===== config.mk =====
export PLATFORM = sky130hd
export DESIGN_NAME = hazard_ctrl
export DESIGN_NICKNAME = d
export VERILOG_FILES = /design/src/rtl/arm_hazard_pkg.sv /design/src/rtl/hazard_fwd_sel.sv /design/src/rtl/hazard_ctrl.sv
export SDC_FILE = /design/constraint.sdc
export NUM_CORES = 1
export LEC_CHECK = 0
export CAP_MARGIN = 20
export CORE_ASPECT_RATIO = 1.25
export CORE_MARGIN = 4
export CORE_UTILIZATION = 30
export DETAILED_ROUTE_END_ITERATION = 6
export PLACE_DENSITY = 0.7
export REMOVE_ABC_BUFFERS = 1
export SYNTH_ARGS = -nofsm -noshare
export SYNTH_HDL_FRONTEND = slang
export SYNTH_HIERARCHICAL = 1
export SYNTH_SLANG_ARGS = --single-unit

===== constraint.sdc =====
create_clock -name clk -period 1.6 [get_ports clk]
set_clock_uncertainty 0.1 [all_clocks]
set_input_delay 0.32 -clock clk [delete_from_list [all_inputs] [get_ports clk]]
set_output_delay 0.32 -clock clk [all_outputs]
set_load 0.03 [all_outputs]

===== src/rtl/arm_hazard_pkg.sv =====
// Shared types and constants for the ARM 5-stage pipeline hazard controller.
package arm_hazard_pkg;

  localparam int unsigned REG_W = 4;
  localparam logic [REG_W-1:0] PC_REG = 4'd15;

  typedef enum logic [1:0] {
    FWD_RF = 2'b00,
    FWD_W  = 2'b01,
    FWD_M  = 2'b10
  } fwd_sel_t;

  typedef enum logic [1:0] {
    RUN      = 2'b00,
    MEM_WAIT = 2'b01,
    FAULT    = 2'b10
  } hz_state_t;

endpackage


===== src/rtl/hazard_fwd_sel.sv =====
// Forwarding source select for one Execute operand; Memory stage beats Writeback.
module hazard_fwd_sel
  import arm_hazard_pkg::*;
(
  input  logic [REG_W-1:0] ra,
  input  logic [REG_W-1:0] wa_m,
  input  logic [REG_W-1:0] wa_w,
  input  logic             reg_write_m,
  input  logic             reg_write_w,
  output logic [1:0]       fwd_c
);

  always_comb begin
    fwd_c = FWD_RF;
    if (reg_write_m && (ra == wa_m)) begin
      fwd_c = FWD_M;
    end else if (reg_write_w && (ra == wa_w)) begin
      fwd_c = FWD_W;
    end
  end

endmodule


===== src/rtl/hazard_ctrl.sv =====
// Pipeline hazard controller: forwarding, stall/flush merge and data-memory wait FSM with watchdog.
// Optional HZ_PERF_CNT_EN adds saturating stall/flush/mem-wait performance counters.
module hazard_ctrl
  import arm_hazard_pkg::*;
#(
  parameter int unsigned MEM_TIMEOUT = 16
`ifdef HZ_PERF_CNT_EN
  ,
  parameter int unsigned CNT_W = 32
`endif
) (
  input  logic             clk,
  input  logic             reset,
  input  logic [REG_W-1:0] RA1D,
  input  logic [REG_W-1:0] RA2D,
  input  logic [REG_W-1:0] RA1E,
  input  logic [REG_W-1:0] RA2E,
  input  logic [REG_W-1:0] WA3E,
  input  logic [REG_W-1:0] WA3M,
  input  logic [REG_W-1:0] WA3W,
  input  logic             RegWriteM,
  input  logic             RegWriteW,
  input  logic             MemToRegE,
  input  logic             PCSrcD,
  input  logic             PCSrcE,
  input  logic             PCSrcM,
  input  logic             PCSrcW,
  input  logic             BranchTakenE,
  input  logic             mem_req_m,
  input  logic             mem_ready,
  output logic [1:0]       ForwardAE,
  output logic [1:0]       ForwardBE,
  output logic             StallF,
  output logic             StallD,
  output logic             StallE,
  output logic             StallM,
  output logic             FlushD,
  output logic             FlushE,
  output logic             FlushW,
  output logic             mem_fault
`ifdef HZ_PERF_CNT_EN
  ,
  output logic [CNT_W-1:0] stall_cycles,
  output logic [CNT_W-1:0] flush_count,
  output logic [CNT_W-1:0] mem_wait_cycles
`endif
);

  localparam int unsigned WCNT_W = $clog2(MEM_TIMEOUT);

  hz_state_t         state;
  hz_state_t         state_next;
  logic [WCNT_W-1:0] wait_cnt;
  logic [WCNT_W-1:0] wait_cnt_next;

  logic [1:0] fwd_a_c;
  logic [1:0] fwd_b_c;
  logic       mem_stall_c;
  logic       ldr_stall_c;
  logic       pc_pend_c;

  hazard_fwd_sel u_fwd_a (
    .ra          (RA1E),
    .wa_m        (WA3M),
    .wa_w        (WA3W),
    .reg_write_m (RegWriteM),
    .reg_write_w (RegWriteW),
    .fwd_c       (fwd_a_c)
  );

  hazard_fwd_sel u_fwd_b (
    .ra          (RA2E),
    .wa_m        (WA3M),
    .wa_w        (WA3W),
    .reg_write_m (RegWriteM),
    .reg_write_w (RegWriteW),
    .fwd_c       (fwd_b_c)
  );

  // A dropped request in MEM_WAIT counts as completion; FAULT no longer tracks memory.
  assign mem_stall_c = (state != FAULT) && mem_req_m && !mem_ready;
  assign ldr_stall_c = MemToRegE && ((RA1D == WA3E) || (RA2D == WA3E));
  assign pc_pend_c   = PCSrcD || PCSrcE || PCSrcM;
  assign mem_fault   = (state == FAULT);

  always_ff @(posedge clk) begin
    if (!reset) begin
      state    <= RUN;
      wait_cnt <= '0;
    end else begin
      state    <= state_next;
      wait_cnt <= wait_cnt_next;
    end
  end

  // wait_cnt holds the number of stalled cycles already spent on the current access.
  always_comb begin
    state_next    = state;
    wait_cnt_next = wait_cnt;
    case (state)
      RUN: begin
        if (mem_stall_c) begin
          state_next    = MEM_WAIT;
          wait_cnt_next = WCNT_W'(1);
        end
      end
      MEM_WAIT: begin
        if (!mem_stall_c) begin
          state_next    = RUN;
          wait_cnt_next = '0;
        end else if (wait_cnt == WCNT_W'(MEM_TIMEOUT - 1)) begin
          state_next = FAULT;
        end else begin
          wait_cnt_next = wait_cnt + WCNT_W'(1);
        end
      end
      FAULT: begin
        state_next = FAULT;
      end
      default: begin
        state_next    = RUN;
        wait_cnt_next = '0;
      end
    endcase
  end

  // Priority: reset, then FAULT, then memory stall, then load-use/branch hazards.
  always_comb begin
    ForwardAE = FWD_RF;
    ForwardBE = FWD_RF;
    StallF    = 1'b0;
    StallD    = 1'b0;
    StallE    = 1'b0;
    StallM    = 1'b0;
    FlushD    = 1'b0;
    FlushE    = 1'b0;
    FlushW    = 1'b0;
    if (!reset) begin
      FlushD = 1'b1;
      FlushE = 1'b1;
      FlushW = 1'b1;
    end else if (state == FAULT) begin
      StallF = 1'b1;
      StallD = 1'b1;
      StallE = 1'b1;
      StallM = 1'b1;
      FlushW = 1'b1;
    end else if (mem_stall_c) begin
      ForwardAE = fwd_a_c;
      ForwardBE = fwd_b_c;
      StallF    = 1'b1;
      StallD    = 1'b1;
      StallE    = 1'b1;
      StallM    = 1'b1;
      FlushW    = 1'b1;
    end else begin
      ForwardAE = fwd_a_c;
      ForwardBE = fwd_b_c;
      StallF    = ldr_stall_c || pc_pend_c;
      StallD    = ldr_stall_c;
      FlushD    = pc_pend_c || PCSrcW || BranchTakenE;
      FlushE    = ldr_stall_c || BranchTakenE;
    end
  end

`ifdef HZ_PERF_CNT_EN
  // Saturating event counters, sampled from the merged hazard outputs.
  always_ff @(posedge clk) begin
    if (!reset) begin
      stall_cycles    <= '0;
      flush_count     <= '0;
      mem_wait_cycles <= '0;
    end else begin
      if (StallF && (stall_cycles != '1)) begin
        stall_cycles <= stall_cycles + CNT_W'(1);
      end
      if ((FlushD || FlushE) && (flush_count != '1)) begin
        flush_count <= flush_count + CNT_W'(1);
      end
      if (mem_stall_c && (mem_wait_cycles != '1)) begin
        mem_wait_cycles <= mem_wait_cycles + CNT_W'(1);
      end
    end
  end
`endif

endmodule


==> summary.md, run 1 <==
| Metric | Value |
|---|---|
| Die area | 0.00341 sq mm |
| Leak | 0.711 nW |
| Max clock buf depth | 2 |
| Status | finished with violations |
| Die width | 53.0 microns |
| Cell area after layout | 0.00151 sq mm |
| Mapped Area | between 700 and 800 sq um |
| FMAX | 0.570 GHz |
| Hold Path Stages | 2 |
| Arrival time of the worst setup path | roughly 1.3 ns |
| #FFs+latches synth | 6 |
| Pin count of the biggest net entering global routing | 10 |
| Fraction of final layout cells with drive strength greater than 1 | 51.5% |
| Maximum vdd drop | 0.245 mV |
| CTS tree | built |
| Clock Pin Slew Worst Setup and Hold Paths | 0.05 ns |
| Top_reg_cell synth | dfxtp_1 |
| CTS hold repair buffers | 0 |
| Internal power | 0.408 mW |
| # DRC | 0 |
| Hold Crit Class | reg -> reg |
| Die Height | between 60 and 70 microns |
| Routed WL | 2750 microns |
| Fill cells | 229 |
| Std-Cell Rows | 20 |
| Gpl congestion | 0.836 |
| PwrDens | 397 mW/mm^2 |
| Synth-to-layout area growth | 98.7% |
| Max-capacitance violation count | 0 |
| CP required | between 1 and 1.5 ns |
| Clock sinks | 6 |
| Core outline area | 0.00243 sq mm |
| Depth of the CTS H-tree | 1 |
| Register area | 123 sq um |
| Largest family of logic cells by synthesized area | simple AND/OR/NAND/NOR gates |
| Slew headroom | between 80% and 90% |
| Post-Synth Simple-Gate Area | 36.6% |
| Synth warn | 6 |
| I/O Pins | between 50 and 60 |
| Minimum clock period | 1.75 ns |
| Drt wl/cell | 13.8 microns |
| Startpoint Class | primary input |
| # diodes | 0 |
| Syn Area/Cell | 7.67 sq um |
| First-pass GRT wire length | 4260 microns |
| Fin crit share | 110% |
| DRT iter0 DRCs | 34 |
| Async S/R FF share, synth | 0% |
| Final setup fails | 8 |
| Pre-antenna DRT Iters | 5 |
| Worst setup EP type | primary output |
| GR Util All Layers | 16.5% |
| Cell count after synthesis | between 90 and 100 |
| Nets@finish | 210 |
| Sequential cell area fraction in the yosys report | ~16% |
| Total clock buffers created by CTS | 3 |
| Multi-input gate area | between 600 and 700 sq um |
| Reg power frac | 26.0% |
| Via count | 1,016 |
| NetSw | 0.192 mW |
| Count of cell types in the netlist | 34 |
| WS Path Type | in -> out |
| Vias in the first global route | between 1,000 and 1,500 |
| DP Wirelength | 2130 microns |
| Initial antenna violation count | 0 |
| DR vias/cell | between 5 and 6 |
| Gate power share | 50.7% |
| Port buffer count | 51 |
| Failing checks | setup timing |
| EDFF count, synth | 0 |
| Post-synthesis mux area share | 0% |
| Starting density of the core | 31.3% |
| Worst-margin pin slew | 0.274 ns |
| Max-slew violations | 0 |
| Clock power frac | 23.3% |
| Setup ws final | -0.154 ns |
| Area after DPL | 0.00138 sq mm |
| Setup TNS Final | -0.906 ns |
| Post-Synth Adder-Cell Area | under 10% |
| RSZ-0062 raised after global routing | true |
| Hold Fails Final Rpt | 0 |
| Max Fanout on Critical Path | 3 |
| GRT overflow | 0 |
| Sw Ratio | 32.0% |
| Clock Latency Late Sink | about 0.24 ns |
| XOR/XNOR Fraction of Synth Area | 20.8% |
| Post-route ant nets | 0 |
| Clock Tree Root | clkbuf_4 |
| Complex-gate fraction of the synthesized area | 18.8% |
| Register-to-Register Path Depth | 5 |
[routing by layer]
layer	global-route usage (%)	vias up	wire, microns
met1	15.1	469	912
met2	30.9	47	1540
met5	0	-	0
met4	11.8	0	117
met3	2.80	10	176
li1	-	490	-
[sequential cells by signal, summed over array words and instances (netlist names)]
signal and flops:
wait_cnt 4, state 2
[cell usage after synthesis (all sizes together) (3+ instances only)]
cell type	number	area (sq um)
and3	5	31.3
nand2b	5	31.3
dfxtp	6	120
inv	8	30.0
xor2	16	140
o2111ai	3	26.3
nand3	8	40.0
nand2	4	15.0
nor3b	3	37.5
nor2	4	15.0
o21ai	5	25.0
nor3	3	15.0
[power by group through the flow]
stage          clock network, mW  logic (mW)  registers [mW]
2_1_floorplan                  0       0.105           0.159
3_3_place_gp                   0       0.278           0.158
3_5_place_dp                   0       0.282           0.158
4_1_cts                    0.145       0.287           0.156
5_1_grt                    0.149       0.327           0.156
6_report                   0.140       0.304           0.156
[metrics by stage]
stage	total power [mW]	utilization (%)	worst slack, ns	hold slack [ns]	cells
global route	0.631	62.2	-0.263	0.442	200
CTS	0.588	60.0	-0.186	0.424	199
finish	0.600	62.2	-0.154	0.427	200
floorplan	0.264	-	-0.393	0.336	96
detailed placement	0.440	56.6	-0.604	0.417	195
global placement	0.436	56.6	-0.553	0.404	195
[what timing repair did]
item | CTS | global route
endpoints found under the hold margin | 0 | 0
pin swaps | 29 | 17
gates resized for setup | 142 | 25
endpoints found under the setup margin | 11 | 10
buffers inserted | 1 | 1
[worst max-delay path, stage by stage]
cell and delay, ns:
buf_6 0.10, a222oi_1 0.31, nor3b_2 0.24, nor2_1 0.05, and3_1 0.18, buf_6 0.14
[placed cells by master (no fill, tap or decap), types with 2 or more instances in the layout]
cell type / n
a21boi_1: 2
a21oi_1: 2
a222oi_1: 2
and3_1: 5
buf_2: 8
buf_4: 16
buf_6: 27
clkbuf_2: 4
clkbuf_4: 3
clkdlybuf4s50_1: 2
dfxtp_1: 4
dfxtp_2: 2
dlygate4sd2_1: 7
inv_1: 4
inv_2: 4
nand2_1: 3
nand2b_1: 3
nand2b_4: 2
nand3_1: 8
nor2_1: 4
nor3_1: 2
nor3b_2: 3
nor4_2: 2
o2111ai_1: 2
o211ai_1: 2
o21ai_1: 3
or2b_2: 2
xnor2_1: 2
xor2_1: 12
xor2_2: 4
[worst paths after layout]
| kind | from | endpoint | slack (ns) |
|---|---|---|---|
| setup / recovery | RA2E[0] | ForwardBE[0] | -0.15 |
| hold / removal | wait_cnt[1] | wait_cnt[1] | 0.43 |
| setup reg to reg | wait_cnt[0] | wait_cnt[0] | 0.14 |
| hold reg to reg | wait_cnt[1] | wait_cnt[1] | 0.43 |
[kinds of logic after synthesis]
kind of cell,Yosys count
compound gates,20
fa+ha+maj,1
flops,6
buf+inv,11
simple gates,43
xor+xnor,18
[cell type report]
type,count,share of cell area [%]
repair buffers,68,40.7
well taps,33,2.74
clock buffers,3,1.49
inverters,8,1.99
multi-input cells,82,44.9
flip-flops and latches,6,8.13
Power figures use the tool's default switching activity.
==> inputs of run 2 (changes only) <==
--- a/config.mk
+++ b/config.mk
@@ -10,7 +10,9 @@
 export CORE_MARGIN = 4
 export CORE_UTILIZATION = 30
 export DETAILED_ROUTE_END_ITERATION = 6
+export HOLD_SLACK_MARGIN = 0.05
 export PLACE_DENSITY = 0.7
+export RECOVER_POWER = 25
 export REMOVE_ABC_BUFFERS = 1
 export SYNTH_ARGS = -nofsm -noshare
 export SYNTH_HDL_FRONTEND = slang
==> summary.md, run 2 (synthesis gave the netlist of run 1 again) <==
| Metric | Value |
|---|---|
| Status | finished with violations |
| Failing checks | setup timing |
| Largest register FFs | 4 |
| Max clock buf depth | 2 |
| Gpl congestion | 0.836 |
| Critical path's top delay family | simple AND/OR/NAND/NOR gates |
| Crit path depth | 6 |
| Hold Path Stages | 2 |
| Hold Crit Class | reg -> reg |
| Fill cells | 230 |
| DP Wirelength | 2130 microns |
| WS Path Type | in -> out |
| Port buffer count | 51 |
| GR Util All Layers | 16.5% |
| Synth-to-layout area growth | 98.0% |
| Final setup fails | 8 |
| Startpoint Class | primary input |
| Via count | 1,017 |
| Placed cell count | 195 |
| PwrDens | 398 mW/mm^2 |
| Max-capacitance violation count | 0 |
| Nets@finish | 210 |
| Std-Cell Rows | 20 |
| Clock Pin Slew Worst Setup and Hold Paths | about 0.05 ns |
| Core outline area | 0.00243 sq mm |
| Pre-antenna DRT Iters | 5 |
| Top reg by flops | wait_cnt |
| Max Fanout on Critical Path | 3 |
| I/O Pins | 52 |
| Biggest registers after layout | wait_cnt x4, state x2 |
| Post-Layout Cell Count | 200 |
| Fraction of final layout cells with drive strength greater than 1 | 50.9% |
| Initial antenna violation count | 0 |
| Routed WL | approximately 2700 microns |
| FMAX | 0.571 GHz |
| Area after DPL | between 0.001 and 0.0015 sq mm |
| Drt wl/cell | 13.7 microns |
| Clock Latency Late Sink | about 0.24 ns |
| Starting density of the core | 31.3% |
| Max-slew violations | 0 |
| GRT overflow | 0 |
| CP required | 1.18 ns |
| Buf/Inv on CP | 2 |
| Die width | about 53 microns |
| Minimum clock period | about 1.8 ns |
| Fin crit share | 110% |
| Pin count of the biggest net entering global routing | 10 |
| Leak | ~0.71 nW |
| DRT iter0 DRCs | 35 |
| # DRC | 0 |
| RSZ-0062 raised after global routing | true |
| CTS tree | built |
| Cell area after layout | 0.00150 sq mm |
| Slowest-stage cell, CP | a222oi_1 |
| Crit path top cell by count | buf_6 |
| Clock Tree Root | clkbuf_4 |
| Register-to-Register Path Depth | 5 |
| Total clock buffers created by CTS | 3 |
| Setup ws final | -0.153 ns |
| Maximum vdd drop | 0.245 mV |
| First-pass GRT wire length | around 4300 microns |
| Crit-path cells | buf_6 > a222oi_1 > nor3b_2 > nor2_1 > and3_1 > buf_6 |
| DR vias/cell | around 5 |
| CTS hold repair buffers | 0 |
| # diodes | 0 |
| Most common cell after layout, fill and taps aside | buf_6 |
| Post-route ant nets | 0 |
| Crit-path max cell delay | 0.31 ns |
| Clock sinks | 6 |
| Worst-margin pin slew | about 0.34 ns |
| Vias in the first global route | 1,063 |
| Hold Fails Final Rpt | 0 |
| Die Height | roughly 64 microns |
| Die area | 0.00341 sq mm |
| Most frequent cells in the layout | 27 x buf_6, 15 x buf_4, 12 x xor2_1 |
| Depth of the CTS H-tree | 1 |
| Arrival time of the worst setup path | around 1.3 ns |
| Worst setup EP type | primary output |
| Slew headroom | 77.4% |
[run 2: cell count changes in the layout (fill, tap and decap cells not counted), sizes merged]
cell	change
buf	-1
clkbuf	+1
[run 2: power by group]
part / switching, mW / internal, mW / leakage (nW)
Combinational: 0.134 / 0.169 / 0.644
Sequential: 0.00294 / 0.153 / 0.0496
Clock: 0.0547 / 0.0849 / 0.0138
[run 2: repair_timing]
item | in CTS | in global routing
pin swaps | 29 | 17
setup endpoints to repair | 11 | 10
resized for setup | 142 | 25
endpoints found under the hold margin | 0 | 0
setup buffers | 1 | 1
[run 2: final timing paths]
kind | from | end | slack (ns)
setup / recovery | RA2E[0] | ForwardBE[0] | -0.15
setup reg to reg | wait_cnt[0] | wait_cnt[0] | 0.14
hold reg to reg | wait_cnt[1] | wait_cnt[1] | 0.43
hold / removal | wait_cnt[1] | wait_cnt[1] | 0.43
[run 2: layout make-up]
type	count	area, sq um	share of cell area (%)
multi-input cells	82	673	44.8
repair buffers	68	614	40.8
flip-flops and latches	6	123	8.15
well taps	33	41.3	2.75
inverters	8	30.0	2.00
clock buffers	3	22.5	1.50
[run 2: tightest hold or removal path: stages, from the launching register on]
cell and delay (ns):
dfxtp_1 0.33, o21ai_1 0.08, a21boi_1 0.06
[run 2: layer usage]
layer	up-vias	track usage (%)	part of all wire (%)	routed length (microns)
met2	46	30.9	56	1550
met3	10	2.80	6.1	168
met5	-	0	0	0
li1	490	-	-	-
met1	471	15.1	33	914
met4	0	11.8	4.3	117
[run 2: through the flow]
step           setup WS [ns]  power [mW]  utilization [%]  hold slack (ns)  TNS [ns]
6_report              -0.153       0.599             62.0            0.427    -0.896
4_1_cts               -0.186       0.588             60.0            0.424     -1.03
3_5_place_dp          -0.604       0.440             56.6            0.417     -5.46
3_3_place_gp          -0.553       0.436             56.6            0.404     -5.23
2_1_floorplan         -0.393       0.264                -            0.336    -0.492
5_1_grt               -0.263       0.631             62.0            0.442     -1.58
==> inputs of run 3 (changes only) <==
--- a/config.mk
+++ b/config.mk
@@ -6,12 +6,14 @@
 export NUM_CORES = 1
 export LEC_CHECK = 0
 export CAP_MARGIN = 20
+export CELL_PAD_IN_SITES_DETAIL_PLACEMENT = 0
+export CELL_PAD_IN_SITES_GLOBAL_PLACEMENT = 2
 export CORE_ASPECT_RATIO = 1.25
 export CORE_MARGIN = 4
-export CORE_UTILIZATION = 30
+export CORE_UTILIZATION = 17
 export DETAILED_ROUTE_END_ITERATION = 6
 export HOLD_SLACK_MARGIN = 0.05
-export PLACE_DENSITY = 0.7
+export PLACE_DENSITY_LB_ADDON = 0.1
 export RECOVER_POWER = 25
 export REMOVE_ABC_BUFFERS = 1
 export SYNTH_ARGS = -nofsm -noshare
==> summary.md, run 3 (synthesis gave the netlist of run 1 again) <==
| Metric | Value |
|---|---|
| DRT iter0 DRCs | between 50 and 60 |
| Minimum clock period | 1.80 ns |
| Worst R2R Start | wait_cnt[0] |
| Crit-path max cell delay | 0.30 ns |
| Largest register FFs | 4 |
| R2R Path End | wait_cnt[0] |
| Buf/Inv on CP | 2 |
| Biggest registers after layout | wait_cnt x4, state x2 |
| Hold WS | 0.423 ns |
| Core outline area | 0.00420 sq mm |
| I/O Pins | between 50 and 60 |
| Depth of the CTS H-tree | 1 |
| Gpl congestion | 0.730 |
| Most common cell after layout, fill and taps aside | buf_6 |
| Slew headroom | 74.8% |
| Leak | 0.710 nW |
| CP required | 1.18 ns |
| Status | finished with violations |
| Crit path depth | 6 |
| First-pass GRT wire length | 4550 microns |
| Worst-margin pin slew | 0.377 ns |
| Pin count of the biggest net entering global routing | 13 |
| Max-slew violations | 0 |
| Synth-to-layout area growth | 103% |
| Startpoint Class | primary input |
| Critical path's top delay family | simple AND/OR/NAND/NOR gates |
| Worst Setup EP | StallD |
| Clock Pin Slew Worst Setup and Hold Paths | 0.04 ns |
| Worst R2R Setup Slack | 0.15 ns |
| Pre-antenna DRT Iters | 4 |
| Via count | around 990 |
| Max Fanout on Critical Path | 2 |
| Die area | 0.00561 sq mm |
| Hold Fails Final Rpt | 0 |
| RSZ-0062 raised after global routing | true |
| Drt wl/cell | 12.5 microns |
| GRT overflow | 0 |
| CTS tree | built |
| WS Path Type | in -> out |
| Pre-CTS setup slack | -0.660 ns |
| Die width | 67.8 microns |
| PwrDens | ~450 mW/mm^2 |
| Post-Layout Cell Count | about 220 |
| Max clock buf depth | 2 |
| # diodes | 0 |
| Failing checks | setup timing |
| Worst setup EP type | primary output |
| Hold Path Stages | 2 |
| Post-route ant nets | 0 |
| # DRC | 0 |
| Std-Cell Rows | 26 |
| Clock Latency Late Sink | 0.23 ns |
| Setup ws final | -0.198 ns |
| Final setup fails | 7 |
| Vias in the first global route | 1,051 |
| FMAX | 0.556 GHz |
| Starting density of the core | about 18% |
| Port buffer count | 51 |
| Most frequent cells in the layout | 19 x buf_6, 16 x buf_4, 15 x xor2_1 |
| Routed WL | 2780 microns |
| Die Height | 82.7 microns |
| Fraction of final layout cells with drive strength greater than 1 | 50.0% |
| Initial antenna violation count | 0 |
| Clock Tree Root | clkbuf_8 |
| Maximum vdd drop | 0.168 mV |
| Crit. Startpoint | RA2D[0] |
| Top reg by flops | wait_cnt |
| Total clock buffers created by CTS | 3 |
| Setup TNS Final | -1.11 ns |
| Arrival time of the worst setup path | ~1.4 ns |
| Slowest-stage cell, CP | nor4_4 |
| GR Util All Layers | 10.6% |
| CTS hold repair buffers | 0 |
| Placed cell count | 218 |
| Register-to-Register Path Depth | 5 |
| Hold Crit Class | reg -> reg |
| Clock sinks | 6 |
| Max-capacitance violation count | 0 |
| Nets@finish | about 210 |
| Crit-path cells | clkdlybuf4s15_1 > xor2_1 > nor4_4 > o211ai_1 > nand2b_1 > buf_6 |
| DP Wirelength | 2340 microns |
| Fin crit share | 112% |
| DR vias/cell | 4.47 |
-- run 3: area by class of cell --
cell class | instances | area [sq um]
sequential | 6 | 123
tap | 56 | 70.1
fill | 452 | 2650
multi-input combinational | 82 | 678
timing repair buffer | 67 | 603
clock buffer | 3 | 41.3
inverter | 8 | 30.0
-- run 3: routing by layer --
metal	vias to the layer above	GRT usage, %	share of wire, %
li1	488	-	-
met2	29	20.4	58
met1	470	11.0	36
met3	5	1.76	3.8
met4	0	4.77	1.9
met5	-	0	0
-- run 3: where the power goes --
| group | switching [mW] | internal, mW |
|---|---|---|
| logic | 0.136 | 0.169 |
| clock network | 0.0702 | 0.162 |
| registers | 0.00341 | 0.153 |
| total | 0.210 | 0.485 |
-- run 3: repair_timing --
action | 4_1_cts | 5_1_grt
gates cloned | 0 | 0
setup buffers | 1 | 0
resized for setup | 146 | 12
setup endpoints to repair | 11 | 11
pin swaps | 33 | 8
-- run 3: how the worst min path moves through the flow --
| stage | startpoint | endpoint | slack (ns) |
|---|---|---|---|
| 3_5_place_dp | wait_cnt[3] | wait_cnt[3] | 0.42 |
| 5_1_grt | wait_cnt[3] | wait_cnt[3] | 0.47 |
| 2_1_floorplan | reset | state[0] | 0.34 |
| 3_3_place_gp | wait_cnt[3] | wait_cnt[3] | 0.42 |
| 4_1_cts | wait_cnt[3] | wait_cnt[3] | 0.43 |
| 6_report | wait_cnt[3] | wait_cnt[3] | 0.42 |
-- run 3: worst min-delay path: cells and delay by family, from the launching register on --
family	cells	cell delay, ns
AO/OA/AOI/OAI	2	0.14
flip-flops	1	0.33
-- run 3: through the flow --
stage          power (mW)  cell area, sq um  utilization (%)
6_report            0.695              1550             36.8
5_1_grt             0.738              1550             36.8
4_1_cts             0.690              1510             36.0
3_5_place_dp        0.452              1430             34.0
3_3_place_gp        0.452              1430             34.0
2_1_floorplan       0.264               741                -
